==> config.mk <==
export PLATFORM = sky130hd
export DESIGN_NAME = hash_msg_feeder
export DESIGN_NICKNAME = d
export VERILOG_FILES = /design/src/rtl/hash_msg_feeder.sv
export SDC_FILE = /design/constraint.sdc
export NUM_CORES = 1
export LEC_CHECK = 0
export CAP_MARGIN = 15
export CORE_UTILIZATION = 49
export CTS_CLUSTER_DIAMETER = 40
export DETAILED_ROUTE_END_ITERATION = 10
export GPL_ROUTABILITY_DRIVEN = 0
export HOLD_SLACK_MARGIN = 0.02
export PLACE_DENSITY = 0.76
export SETUP_SLACK_MARGIN = 0.1
export SYNTH_ARGS = -nofsm -noshare
export SYNTH_HDL_FRONTEND = slang
export SYNTH_SLANG_ARGS = --single-unit
==> constraint.sdc <==
create_clock -name clk -period 2.6 [get_ports clk]
set_input_delay 0.26 -clock clk [delete_from_list [all_inputs] [get_ports clk]]
set_output_delay 0.26 -clock clk [all_outputs]
set_load 0.005 [all_outputs]
==> src/rtl/hash_msg_feeder.sv <==
// Buffers a host message and streams it byte by byte into a hash core, then
// captures the digest or reports a timeout.
module hash_msg_feeder #(
    parameter int DEPTH   = 16,
    parameter int GAP     = 1,
    parameter int TIMEOUT = 1024
) (
    input  logic        clk,
    input  logic        rst_n,
    input  logic        wr_valid,
    input  logic [7:0]  wr_data,
    output logic        wr_ready,
    input  logic        start,
    output logic        busy,
    output logic        done,
    output logic        err,
    output logic [31:0] digest_out,
    output logic        core_rst_n,
    output logic [7:0]  M,
    output logic        M_valid,
    output logic [63:0] input_length,
    input  logic        hash_ready,
    input  logic [31:0] digest
);

    localparam int            AW           = $clog2(DEPTH);
    localparam int            CW           = $clog2(DEPTH + 1);
    localparam logic [CW-1:0] DEPTH_C      = CW'(DEPTH);
    localparam logic [31:0]   CRST_LAST    = 32'd1;
    localparam logic [31:0]   GAP_LAST     = 32'(GAP - 1);
    localparam logic [31:0]   TIMEOUT_LAST = 32'(TIMEOUT - 1);

    typedef enum logic [2:0] {IDLE, CRST, SEND, GAPW, WAITH, FIN} state_t;

    state_t        state_q, state_d;
    logic [CW-1:0] count_q, count_d;
    logic [CW-1:0] idx_q, idx_d;
    logic [CW-1:0] len_q, len_d;
    logic [31:0]   timer_q, timer_d;
    logic          busy_q, busy_d;
    logic          done_q, done_d;
    logic          err_q, err_d;
    logic [31:0]   digest_q, digest_d;
    logic          core_rst_n_q, core_rst_n_d;
    logic [7:0]    m_q, m_d;
    logic          m_valid_q, m_valid_d;

    logic [7:0]    buf_mem [DEPTH];
    logic          wr_en;
    logic          start_ok;

    // start wins over a same-cycle write so the latched length never misses a byte.
    assign wr_ready = (state_q == IDLE) && (count_q < DEPTH_C) && !start;
    assign wr_en    = wr_valid && wr_ready;
    assign start_ok = (state_q == IDLE) && start && (count_q != '0);

    always_comb begin
        // NOTE: every variable gets a default first, so no branch leaves one unassigned and infers a latch.
        state_d  = state_q;
        count_d  = count_q;
        idx_d    = idx_q;
        len_d    = len_q;
        timer_d  = timer_q;
        err_d    = err_q;
        digest_d = digest_q;
        m_d      = m_q;

        if (wr_en) begin
            count_d = count_q + CW'(1);
        end

        case (state_q)
            IDLE: begin
                if (start_ok) begin
                    len_d   = count_q;
                    err_d   = 1'b0;
                    timer_d = '0;
                    state_d = CRST;
                end
            end
            CRST: begin
                if (timer_q == CRST_LAST) begin
                    idx_d   = '0;
                    timer_d = '0;
                    state_d = SEND;
                end else begin
                    timer_d = timer_q + 32'd1;
                end
            end
            SEND: begin
                timer_d = '0;
                state_d = GAPW;
            end
            GAPW: begin
                if (timer_q == GAP_LAST) begin
                    timer_d = '0;
                    if (idx_q == len_q - CW'(1)) begin
                        state_d = WAITH;
                    end else begin
                        idx_d   = idx_q + CW'(1);
                        state_d = SEND;
                    end
                end else begin
                    timer_d = timer_q + 32'd1;
                end
            end
            WAITH: begin
                // A result arriving on the final allowed cycle still counts as success.
                if (hash_ready) begin
                    digest_d = digest;
                    state_d  = FIN;
                end else if (timer_q == TIMEOUT_LAST) begin
                    err_d   = 1'b1;
                    state_d = FIN;
                end else begin
                    timer_d = timer_q + 32'd1;
                end
            end
            FIN: begin
                count_d = '0;
                state_d = IDLE;
            end
            default: state_d = IDLE;
        endcase

        // Core-facing strobes are registered from the next state so they line up with it.
        busy_d       = (state_d != IDLE);
        done_d       = (state_d == FIN);
        m_valid_d    = (state_d == SEND);
        core_rst_n_d = (state_d != CRST);
        if (state_d == SEND) begin
            m_d = buf_mem[idx_d[AW-1:0]];
        end
    end

    // NOTE: sequential state uses non-blocking assignments so every flop samples pre-edge values.
    always_ff @(posedge clk or negedge rst_n) begin
        if (!rst_n) begin
            state_q      <= IDLE;
            count_q      <= '0;
            idx_q        <= '0;
            len_q        <= '0;
            timer_q      <= '0;
            busy_q       <= 1'b0;
            done_q       <= 1'b0;
            err_q        <= 1'b0;
            digest_q     <= '0;
            core_rst_n_q <= 1'b0;
            m_q          <= '0;
            m_valid_q    <= 1'b0;
        end else begin
            state_q      <= state_d;
            count_q      <= count_d;
            idx_q        <= idx_d;
            len_q        <= len_d;
            timer_q      <= timer_d;
            busy_q       <= busy_d;
            done_q       <= done_d;
            err_q        <= err_d;
            digest_q     <= digest_d;
            core_rst_n_q <= core_rst_n_d;
            m_q          <= m_d;
            m_valid_q    <= m_valid_d;
        end
    end

    // NOTE: the buffer is left unreset; count bounds every read, so stale bytes are never sent.
    always_ff @(posedge clk) begin
        if (wr_en) begin
            buf_mem[count_q[AW-1:0]] <= wr_data;
        end
    end

    assign busy         = busy_q;
    assign done         = done_q;
    assign err          = err_q;
    assign digest_out   = digest_q;
    assign core_rst_n   = core_rst_n_q;
    assign M            = m_q;
    assign M_valid      = m_valid_q;
    assign input_length = 64'(len_q);

endmodule
==> results.txt, run 1 <==
The adder and majority cell fraction of the synthesized area came out at 0.01120. Counting the buffers created by CTS gives 30. The starting density of the core is 0.4985.

The number of ports placed on the die boundary came out at 155. The area growth from synthesis to final layout came out at 37.29%. The die footprint is 21100 um2. The wire length on met3 came out at 2.221 mm. The insertion delay to the later sink of the worst-skew pair came out at 0.53 ns. The critical path in this run is classified as flip-flop to flip-flop. The checks that failed: setup timing.

The average vias per placed instance is 5.475. The maximum operating frequency is 351.9 MHz. In this run the remaining antenna-violating nets after routing total 0.

The detailed-placement wirelength estimate came out at 16.21 mm. The reg-to-reg setup timing slack is -0.24 ns. The clock root buffer master is clkbuf_16. The setup skew after layout is 0.01209 ns.

Of the synthesized area, sequential elements account for 0.6187. The total grt overflow came out at 0. The floorplan has 52 rows. The worst slack on hold paths is 0.3334 ns. The highest layer touched by signal routing is met4. Summed over all layers, the routed wires come to 26.08 mm. Setup repair after global routing could not meet its margin everywhere. The area of the core is 20170 um2. The buffer depth of the longest clock path came out at 3. The area fraction in compound gates after synthesis came out at 0.07317.

The signal on the critical path passes through nor4_4 -> nand2_2 -> nor3_4 -> nand4_4 -> buf_4 -> buf_4 -> o32ai_4 -> buf_12 -> buf_8 -> a31oi_1 -> a32oi_1 -> o21ai_1. The final routed wire length divided by cell count is 18.66 um. For this design, the slowest cell found on the critical path is dfrtp_1. The leakage power figure is 0.005667 uW. TritonCTS built the clock tree. After technology mapping, the gate count stands at 853. The depth of the worst register-to-register path is 12. The slew of the pin with the lowest slew margin is 0.7259 ns.

The die outline height is 145.2 um. The detailed router finished its first iteration with 627 violations. The number of flops mapped to enable cells by yosys came out at 128.

The number of setup violations in the final report came out at 12. The net count of the finished layout is 1157. The largest net degree at the start of global routing came out at 58. The first global-routing pass estimated 38.94 mm of wire. The initial antenna violation count came out at 0. The endpoint required time on the critical path is 3.01 ns. Detailed routing placed a total of 12.87 mm of wire on met2.

The summed instance area of the synthesized netlist came out at 10050 um2. The number of clock sinks is 223. The xor-xnor portion of the synthesized cell area is 0.02526. The count of final hold-check violations is 0. The final standard cell utilization of the core is 0.6844. The element type at the critical path start is a flip-flop. The total routed wire length on the met1 layer is 10.08 mm.

The worst setup path startpoint is timer_q[31]$_DFFE_PN0P_. By area, the combinational part of the netlist is dominated by simple AND/OR/NAND/NOR gates. The worst register-to-register path begins at timer_q[31]$_DFFE_PN0P_. The multiplexer area fraction after synthesis came out at 0.05338.

The number of synthesis warnings came out at 0. The first-pass iteration count of the detailed router is 5. The most used flip-flop cell after synthesis is edfxtp_1. The distinct cell type count after synthesis is 59. The top fanout value on the critical path came out at 8. The reg-to-reg critical path endpoint is M[4]$_DFFE_PN0N_. The largest voltage drop on the vdd net is 0.4796 mV. The final antenna diode count came out at 0. The power density normalized to cell area came out at 674.5 nW/um2. In this run the tool buffered the top-level ports with 95 buffer cells. The max-slew violation count is 0.

The shortest clock period the worst path allows after layout is 2.841 ns. Counting flops with an async set or reset pin after synthesis yields a share of 0.4260. The flow ran to the end, but the final reports show violations. The worst setup path is captured at a flip-flop.

The die is 145.2 um wide. The via count of the first global-routing pass is 7457. The worst-case setup margin in the final layout is -0.2413 ns. The fraction of final layout cells sized beyond drive strength 1 is 0.2857. On the worst path, the slowest cell contributes a delay of 0.42 ns. The final period utilization is 1.093. In this run the number of H-tree levels came out at 1.

The simple-gate area share of the yosys netlist is 0.1531. The total via count in the routed design came out at 7648. Across every metal layer, demand over resource in global routing totals 0.2346.

The number of remaining DRC errors came out at 0. The tightest min-delay check is of the input pin to asynchronous set/reset pin type. The number of register bits inferred by synthesis is 223. STA puts the critical path data arrival time at 3.25 ns. The most used cell along the critical path is buf_4. The worst relative slew slack came out at 0.5161. The tool flagged a number of max-cap violations equal to 0. Averaged over all synthesized cells, the footprint is 11.79 um2.

The register clock-pin slew on the reported worst setup and hold paths came out at 0.06 ns.
## flip-flops by register name, indices dropped and copies added, names as in the netlist
register    count
M_valid         1
timer_q        32
count_q         5
len_q           5
done            1
idx_q           5
err             1
M               8
busy            1
digest_out     32
core_rst_n      1
state_q         3
buf_mem       128
## cells in the mapped netlist (3+ instances only)
master / instances / area share
nand2b_1: 12 / 0.0075
nand4_1: 12 / 0.0075
o41ai_1: 5 / 0.0044
and2_1: 5 / 0.0031
dfrtp_1: 95 / 0.24
or4_1: 3 / 0.0022
nand3_1: 42 / 0.021
a32oi_1: 16 / 0.014
edfxtp_1: 128 / 0.38
ha_1: 9 / 0.011
and3_1: 16 / 0.010
buf_2: 8 / 0.0040
xnor2_1: 8 / 0.0070
and4_1: 4 / 0.0035
o21ai_0: 27 / 0.013
clkbuf_1: 21 / 0.0078
o21ai_1: 3 / 0.0015
nand2_1: 157 / 0.059
a21oi_1: 6 / 0.0030
nor4_1: 7 / 0.0044
mux2i_1: 12 / 0.012
nor2_1: 54 / 0.020
a31oi_1: 19 / 0.012
o31ai_1: 7 / 0.0052
buf_4: 60 / 0.045
nor3_1: 7 / 0.0035
inv_1: 15 / 0.0056
mux2_2: 35 / 0.039
xor2_1: 21 / 0.018
buf_1: 5 / 0.0019
## cell families (layout without fill, tap and decap cells)
| logic type | Yosys count | in the layout |
|---|---|---|
| simple gates | 330 | 330 |
| flops | 223 | 223 |
| buf+inv | 111 | 327 |
| compound gates | 102 | 102 |
| mux | 48 | 48 |
| xor+xnor | 29 | 29 |
| fa+ha+maj | 9 | 9 |
| other cells | 1 | 59 |
## cell type report
cell class	instances	area, um2
fillers	1374	6365
well taps	270	337.8
flip-flops and latches	223	6222
clock buffers	35	800.8
repair buffers	254	2364
clock inverters	21	237.7
multi-input cells	577	3779
inverters	17	63.81
## per-layer routing
metal | vias to the layer above | global-route usage
met5 | - | 0
met4 | 0 | 0.07789
met3 | 70 | 0.05126
met2 | 421 | 0.3981
met1 | 3705 | 0.2983
li1 | 3452 | -
## stage by stage
step | power [uW] | instances | setup WS [ns] | setup TNS (ns) | area, um2
3_3_place_gp | 5083 | 1315 | -0.2448 | -2.510 | 12180
2_1_floorplan | 4570 | 911 | -0.009340 | -0.01868 | 10410
4_1_cts | 9289 | 1384 | -0.2280 | -1.456 | 13440
6_report | 9311 | 1397 | -0.2413 | -1.592 | 13800
3_5_place_dp | 5115 | 1315 | -0.3600 | -4.340 | 12180
5_1_grt | 9600 | 1397 | -0.3541 | -3.710 | 13800
## worst max-delay path, delay by kind of cell (launching register included)
family                 cells  cell delay [ns]
buffers and inverters      4             0.59
AND/OR/NAND/NOR            4             0.98
AO/OA/AOI/OAI              4             0.71
flip-flops                 1             0.42
## how the worst max path moves through the flow
stage	end	slack (ns)	cells after the start
final	M[4]$_DFFE_PN0N_	-0.24	12
after floorplan	M[1]$_DFFE_PN0N_	-0.009	8
after global placement	M[3]$_DFFE_PN0N_	-0.24	10
after detailed placement	M[3]$_DFFE_PN0N_	-0.36	10
after global routing	M[7]$_DFFE_PN0N_	-0.35	12
after CTS	M[3]$_DFFE_PN0N_	-0.23	15
## layout by cell type (no fill, tap or decap), types with 14 or more instances in the layout
cell type,synthesis,routed
nand2_1,157,148
dfrtp_1,95,94
xor2_1,21,20
a32oi_1,16,14
clkbuf_16,0,31
mux2_2,35,35
buf_4,60,133
edfxtp_1,128,128
nand3_1,42,34
conb_1,1,59
and3_1,16,14
nor2_1,54,49
clkdlybuf4s50_1,0,94
o21ai_0,27,19
a31oi_1,19,16
## what timing repair did
item,in CTS,in global routing
pin swaps,20,40
setup endpoints to repair,39,90
gates resized for setup,25,63
hold endpoints to repair,53,0
setup buffers,13,14
hold buffers,1,0
## power by group
group	internal (uW)	switching, uW
registers	3900	104
logic	573	552
clock network	2550	1630
total	7030	2280
Power figures use the tool's default switching activity.
==> run 2, diff against run 1 <==
ABC_AREA = 1   (was not set)
CORE_UTILIZATION = 50   (was 49)
==> run 2 against run 1 <==
  * The run still ends with setup timing left
  * Die area rose by 6.2%
  * Register-to-register slack improved by 0.21 ns
  * Clock-buffer cell count did not move
  * Sequential share of layout area fell by 0.49 points
  * Via count rose by 15%
  * Worst setup slack improved by 0.21 ns
  * Critical path depth rose by 9
  * Clock skew fell by 0.0016 ns
  * Utilization fell by 2.7 points
  * Maximum frequency rose by 8.1%
==> results.txt, run 2 <==
The flow ran to the end, but the final reports show violations. The final reports fail on setup timing. The average footprint of a synthesized cell came out at 9.233 um2 (-22%). The worst slack on hold paths is 0.3218 ns (-0.01161 ns).

The number of clock sinks is 223 (unchanged). Setup repair after global routing could not meet its margin everywhere. The async set or reset register ratio after synthesis is 0.4260 (unchanged). The combined area of the multi-input logic cells came out at 3796 um2 (+0.46%). The final period utilization came to 1.011 (-0.08184). The worst relative slew slack is 0.4264 (-0.08970). The final routed wire length divided by cell count was 17.05 um (-8.6%).

The setup skew after layout was 0.01049 ns (-0.001604 ns). The routed wire length came to 28.05 mm (+7.6%). The global routing usage summed across all routing layers is 0.2383 (+0.003730).

The final antenna-violating net count is 0 (unchanged). In this run the worst hold path is classified as input pin to flip-flop. The top cell types in the final layout, fill and taps aside, are nand2_1, inv_1, nand3_1. The starting density of the core came out at 0.5139 (+0.01534). The number of flip-flops in the largest register is 128 (unchanged). The endpoint required time on the critical path was 3.08 ns (+0.07 ns). The count of final hold-check violations came out at 0 (unchanged).

The die extent in x is 149.7 um (+3.1%). The register share of total power came out at 0.449 (+0.019). Compared with the post-synthesis result, the final layout area differs by 27.96%. After synthesis, the most frequently instantiated cells are nand2_1, inv_1, nand3_1. The top fanout value on the critical path is 12 (+4).

The critical path is of the flip-flop to flip-flop type. The worst setup path is launched from a flip-flop. The fraction of final layout cells sized beyond drive strength 1 is 0.1584 (-0.1273). The shortest clock period the worst path allows after layout is 2.629 ns (-0.2128 ns). The standard cell area after detailed placement was 12240 um2 (+0.49%).

Leaving out fill and tap cells, the most frequent cell in the layout is nand2_1. By area the synthesized netlist is led by edfxtp_1, dfrtp_1, nand3_1, nand2_1, inv_1. The fill cell instance count of the final layout came out at 1593 (+16%). The port buffer count came out at 95 (unchanged). The insertion delay to the later sink of the worst-skew pair was 0.55 ns (+0.02 ns). The data arrival time at the worst-slack endpoint came out at 3.11 ns (-0.14 ns).

The average vias per placed instance is 5.344 (-2.4%). The level count of the clock H-tree came out at 1 (unchanged). The first-pass iteration count of the detailed router is 5 (unchanged). The largest net degree at the start of global routing is 67 (+16%).

The synthesized netlist cell count is 1181 (+38%). The number of synthesis warnings was 0 (unchanged). The max-slew violation count came out at 0 (unchanged). The number of register bits inferred by synthesis came out at 223 (unchanged).

The post-route non-filler standard cell count came out at 1645 (+18%). The switching power of the nets is 1766 uW (-23%). Among all cell types in the netlist, the one instantiated most often is nand2_1.

The leakage power figure is 0.006422 uW (+13%). The share of synthesized area occupied by flip-flops and latches was 0.5705 (-0.04821). The number of flops mapped to enable cells by yosys was 128 (unchanged). The combinational cell fraction of total power came out at 0.020 (-0.101). The final antenna diode count was 0 (unchanged).

The placement row count is 53 (+1.9%). The wire length of the first global-routing pass was 41.95 mm (+7.7%). The most used flip-flop cell after synthesis is edfxtp_1. The power density normalized to cell area came out at 598.8 nW/um2 (-11%). The largest voltage drop on the vdd net came out at 0.6437 mV (+34%). The via count of the first global-routing pass is 8156 (+9.4%).

The number of max-capacitance violations reported came out at 0 (unchanged). The buffer depth of the longest clock path came out at 3 (unchanged). The share of total power in the clock network is 0.531 (+0.082). TritonCTS built the clock tree. The area of the core was 21220 um2 (+5.2%).

The largest total area in the synthesized netlist belongs to edfxtp_1. The slew of the pin with the lowest slew margin was 0.8577 ns (+0.1319 ns). The number of remaining DRC errors came out at 0 (unchanged).

The type of element capturing the critical path is a flip-flop. The number of setup violations in the final report is 3 (-9). The die footprint was 22400 um2 (+6.2%).

The final instance area came to 13950 um2 (+1.1%). The CTS buffer count is 31 (+3.3%). The fraction of power spent switching nets is 0.2113 (-0.03367). The number of DRC markers in iteration 0 came out at 965 (+54%). The cell internal power dissipation was 6589 uW (-6.3%).

The total grt overflow is 0 (unchanged). The register clock-pin slew on the reported worst setup and hold paths is 0.06 ns (about the same). The number of placed cells counting well taps came out at 1571 (+19%). The worst-case setup margin in the final layout is -0.02855 ns (+0.2128 ns).

The total via count in the routed design is 8791 (+15%). The number of ports placed on the die boundary came out at 155 (unchanged). The die outline height is 149.7 um (+3.1%). The initial antenna violation count is 1 (+1). The distinct cell type count after synthesis came out at 43 (-27%). The detailed-placement wirelength estimate was 17.65 mm (+8.9%). The area taken by flip-flops and latches is 6221 um2 (about the same). The portion of synthesized cell area occupied by the leading cell type came out at 0.3525 (-0.02978). The summed instance area of the synthesized netlist came out at 10900 um2 (+8.4%). CTS placed an instance of clkbuf_16 at the clock tree root. The maximum operating frequency came out at 380.4 MHz (+8.1%).

The final net count came to 1400 (+21%).
run 2: changes by cell type after synthesis, sizes merged, moves of 9 or more:
cell	previous run	this run
a21oi	6	21
a31oi	19	1
a32oi	16	1
and3	16	1
buf	73	85
clkbuf	21	4
inv	17	199
mux2i	13	0
nand2	157	238
nand2b	12	0
nand3	43	184
nor2	55	101
nor3	8	17
xor2	21	6
run 2: cell type report:
type | instances | area share
inverter | 202 | 0.05443
tap | 275 | 0.02466
clock inverter | 22 | 0.01955
clock buffer | 35 | 0.06044
timing repair buffer | 163 | 0.1230
multi-input combinational | 725 | 0.2721
sequential | 223 | 0.4458
run 2: cells by family (layout without fill, tap and decap cells):
kind of cell / Yosys count / count (layout) / synth area share
simple gates: 556 / 556 / 0.2224
buf+inv: 291 / 422 / 0.1252
flops: 223 / 223 / 0.5705
compound gates: 61 / 61 / 0.03179
mux: 32 / 32 / 0.03305
fa+ha+maj: 9 / 9 / 0.01033
xor+xnor: 8 / 8 / 0.006426
other cells: 1 / 59 / 0.0003439
run 2: final timing paths:
path / endpoint / cells after the start / slack, ns / startpoint
max: M[1]$_DFFE_PN0N_ / 21 / -0.03 / len_q[1]$_DFFE_PN0P_
min: digest_out[2]$_DFFE_PN0P_ / 2 / 0.32 / digest[2]
max reg2reg: M[1]$_DFFE_PN0N_ / 21 / -0.03 / len_q[1]$_DFFE_PN0P_
min reg2reg: digest_out[6]$_DFFE_PN0P_ / 1 / 0.50 / digest_out[6]$_DFFE_PN0P_
max in group asynchronous: M[3]$_DFFE_PN0N_ / 3 / 1.41 / rst_n
min in group asynchronous: digest_out[0]$_DFFE_PN0P_ / 2 / 0.36 / rst_n
run 2: through the flow:
stage | setup WS (ns) | setup TNS (ns) | total power [uW] | util
after floorplan | 0.3420 | 0 | 3908 | -
after global placement | 0.1255 | 0 | 3984 | 0.5768
after detailed placement | 0.1075 | 0 | 3988 | 0.5768
after CTS | 0.07947 | 0 | 8402 | 0.6303
after global routing | -0.2172 | -1.434 | 8565 | 0.6575
final | -0.02855 | -0.04623 | 8355 | 0.6575
run 2: power groups by stage:
stage                     logic (uW)  clock network (uW)  registers (uW)
final                            168                4440            3750
after global routing             189                4630            3750
after CTS                        169                4480            3750
after detailed placement         167                   0            3820
after global placement           163                   0            3820
after floorplan                 86.5                   0            3820
run 2: timing repair:
action / in CTS / in global routing
cloned: 0 / 9
pin swaps: 0 / 18
endpoints found under the setup margin: 6 / 15
buffers inserted: 0 / 7
hold buffers: 1 / 0
hold endpoints to repair: 64 / 0
resized for setup: 2 / 68
run 2: critical path, cell delays in order (launching register included):
cell       delay (ns)
dfrtp_1          0.36
inv_2            0.07
ha_4             0.27
inv_1            0.03
nand2_1          0.05
nand2_1          0.04
nor2_1           0.08
nand2_1          0.05
nor2_1           0.15
nand2_2          0.18
nand2_2          0.16
nand2_4          0.08
nand3_4          0.14
nand2_8          0.11
clkbuf_16        0.19
nand2_1          0.10
nand3_1          0.14
nand3_2          0.10
nand3_1          0.06
nand2_1          0.07
nand2_1          0.04
nand2_1          0.07
run 2: layer usage:
| metal | up-vias | wire length [um] | GRT usage |
|---|---|---|---|
| li1 | 4059 | - | - |
| met1 | 4085 | 10970 | 0.3185 |
| met2 | 552 | 13070 | 0.3863 |
| met3 | 95 | 2973 | 0.05061 |
| met4 | 0 | 1040 | 0.07929 |
| met5 | - | 0 | 0 |
==> run 3, diff against run 2 <==
GPL_ROUTABILITY_DRIVEN = not set   (was 0)
==> run 3 against run 2 <==
  * Non-clock buffer count is the same
  * The flow now finishes without violations
  * Clock power shrank 12%
  * Clock skew grew 0.017 ns
==> results.txt, run 3 (same netlist as run 2, synthesis figures left out) <==
The TritonCTS clock tree is built. The final period utilization is 0.9754 (-0.03554). The combinational cell fraction of total power is 0.021 (about the same).

The insertion delay to the later sink of the worst-skew pair came out at 0.56 ns (about the same). The first-pass iteration count of the detailed router is 5 (unchanged). The total negative slack is 0 ns (+0.04623 ns). The detailed-placement wirelength estimate is 17.48 mm (-0.96%). The number of remaining DRC errors is 0 (unchanged). The total via count in the routed design came out at 8701 (-1.0%).

The CTS buffer count is 29 (-6.5%). The wire length of the first global-routing pass was 41.86 mm (-0.20%). The delay contributed by the slowest stage of the critical path is 0.42 ns (+0.06 ns). The number of placed cells counting well taps is 1572 (+0.064%).

The critical path in this run is classified as flip-flop to flip-flop. In the layout the commonest cells are nand2_1, inv_1, edfxtp_1. Traced cell by cell, the critical path runs through nor2_1 -> nand2_1 -> nor2_4 -> nand3_2 -> nor2_4 -> buf_4 -> nand3_2 -> nor2_2 -> or2_1 -> nand3_1 -> nand2_2 -> clkinvlp_4 -> nand3_2 -> nand2_2 -> nand2_1 -> nand2_1. The largest voltage drop on the vdd net is 0.5219 mV (-19%). The number of flip-flops in the largest register came to 128 (unchanged).

The fill cell instance count of the final layout is 1606 (+0.82%). The buffering stage count on the worst path with inverters included came out at 2 (-1). The combined area of the multi-input logic cells came to 4050 um2 (+6.7%). The max-slew violation count came out at 0 (unchanged). The number of max-capacitance violations reported is 0 (unchanged). The number of setup violations in the final report is 0 (-3). The slew of the pin with the lowest slew margin is 0.9452 ns (+0.08746 ns). STA classifies the critical path startpoint as a flip-flop. The shortest clock period the worst path allows after layout came out at 2.536 ns (-0.09241 ns). The final antenna-violating net count is 0 (unchanged). The data arrival time at the worst-slack endpoint is 2.99 ns (-0.12 ns).

The largest net degree at the start of global routing was 57 (-15%). The count of final hold-check violations came out at 0 (unchanged). The leakage power figure is 0.006445 uW (+0.36%). The worst slack on hold paths is 0.2374 ns (-0.08439 ns). The startpoint of the worst-slack reg-to-reg timing path is timer_q[25]$_DFFE_PN0P_. The level count of the clock H-tree is 1 (unchanged). Setup repair after global routing could not meet its margin everywhere. The number of DRC markers in iteration 0 came out at 596 (-38%).

The endpoint required time on the critical path came out at 3.05 ns (-0.03 ns). The top fanout value on the critical path is 8 (-4). The fraction of power spent switching nets is 0.2130 (+0.001631). The initial antenna violation count came out at 0 (-1). The via count of the first global-routing pass came out at 8104 (-0.64%). The number of ports placed on the die boundary came out at 155 (unchanged). The area taken by flip-flops and latches came out at 6221 um2 (unchanged). The final net count came to 1399 (-0.071%). The area growth from synthesis to final layout came out at 28.53%. The cell internal power dissipation was 6165 uW (-6.4%). The total grt overflow was 0 (unchanged).

The tree is rooted in a clkbuf_16. The switching power of the nets is 1668 uW (-5.5%). The post-route non-filler standard cell count is 1643 (-0.12%). The setup skew after layout came out at 0.02735 ns (+0.01686 ns).

The register share of total power came to 0.479 (+0.030). The library cell used most frequently in the layout, excluding fill and tap cells, is nand2_1. The setup slack at placement came out at 0.05952 ns (-0.04796 ns). The worst hold path belongs to the class input pin to asynchronous set/reset pin. The share of total power in the clock network is 0.500 (-0.031). The slowest stage of the critical path belongs to the cell dfrtp_1.

STA classifies the critical path endpoint as a flip-flop. The worst-case setup margin in the final layout is 0.06386 ns (+0.09241 ns). The final routed wire length divided by cell count was 17.33 um (+1.6%). The number of clock sinks came out at 223 (unchanged). The fraction of final layout cells sized beyond drive strength 1 was 0.1908 (+0.03240). The die footprint came out at 22400 um2 (unchanged). The die extent in x was 149.7 um (unchanged). The standard cell area after detailed placement is 12260 um2 (+0.16%). The global routing usage summed across all routing layers is 0.2406 (+0.002260). The placement row count came out at 53 (unchanged).

The worst setup path startpoint is timer_q[25]$_DFFE_PN0P_. The routed wire length came out at 28.48 mm (+1.5%). The area of the core is 21220 um2 (unchanged). The register clock-pin slew on the reported worst setup and hold paths is 0.06 ns (about the same). The power density normalized to cell area came to 558.9 nW/um2 (-6.7%).

The final antenna diode count came out at 0 (unchanged). The worst relative slew slack came out at 0.3679 (-0.05849). The average vias per placed instance is 5.296 (-0.90%).

The final instance area came out at 14010 um2 (+0.44%). The flow ran to the end, and the final reports show no timing, DRC or antenna violations. The die outline height came out at 149.7 um (unchanged). The cell class contributing the biggest share of worst-path delay is simple AND/OR/NAND/NOR gates.

The starting density of the core is 0.5139 (unchanged). The maximum operating frequency came out at 394.3 MHz (+3.6%). The buffer depth of the longest clock path came out at 3 (unchanged). The port buffer count came to 95 (unchanged). The final weighted congestion in routability-driven placement is 0.9010.
-- run 3: changes by cell type in the layout (fill, tap and decap cells not counted), sizes merged --
cell / previous run / this run
buf: 60 / 64
bufinv: 4 / 2
clkbuf: 43 / 40
clkinvlp: 2 / 3
clkinv: 12 / 15
inv: 206 / 201
-- run 3: area by class of cell --
class / count / share of cell area
Inverter: 202 / 0.05473
Multi-Input combinational cell: 725 / 0.2890
Clock buffer: 36 / 0.05580
Timing Repair Buffer: 163 / 0.1191
Timing Repair inverter: 1 / 0.0004464
Tap cell: 275 / 0.02455
Sequential cell: 223 / 0.4439
Clock inverter: 18 / 0.01250
-- run 3: final timing paths --
| check | endpoint | slack, ns | cells after the start |
|---|---|---|---|
| worst max register to register | M[3]$_DFFE_PN0N_ | 0.06 | 16 |
| max in group asynchronous | len_q[2]$_DFFE_PN0P_ | 1.65 | 3 |
| worst max-delay path | M[3]$_DFFE_PN0N_ | 0.06 | 16 |
| worst min-delay path | digest_out[0]$_DFFE_PN0P_ | 0.24 | 2 |
| worst min register to register | M[3]$_DFFE_PN0N_ | 0.50 | 2 |
| min in group clk | digest_out[15]$_DFFE_PN0P_ | 0.31 | 2 |
-- run 3: repair_timing --
| item | CTS | global route |
|---|---|---|
| buffers inserted | 0 | 8 |
| resized for setup | 2 | 124 |
| endpoints found under the hold margin | 39 | 0 |
| gates cloned | 0 | 8 |
| setup endpoints to repair | 8 | 17 |
| pin swaps | 0 | 35 |
| hold buffers | 1 | 0 |
-- run 3: power groups by stage --
stage | clock, uW | sequential (uW) | combinational [uW]
after floorplan | 0 | 3820 | 86.5
after global placement | 0 | 3820 | 162
after detailed placement | 0 | 3820 | 165
after CTS | 3960 | 3750 | 167
after global routing | 4110 | 3750 | 187
final | 3910 | 3750 | 167
-- run 3: through the flow --
step                        util  total power (uW)
after floorplan                -              3908
after global placement    0.5778              3983
after detailed placement  0.5778              3986
after CTS                 0.6236              7877
after global routing      0.6604              8050
final                     0.6604              7833
-- run 3: per-layer routing --
| metal | share of wire | global-route usage |
|---|---|---|
| met1 | 0.39 | 0.3169 |
| met2 | 0.48 | 0.3951 |
| met3 | 0.10 | 0.05366 |
| met4 | 0.026 | 0.07576 |
| met5 | 0 | 0 |
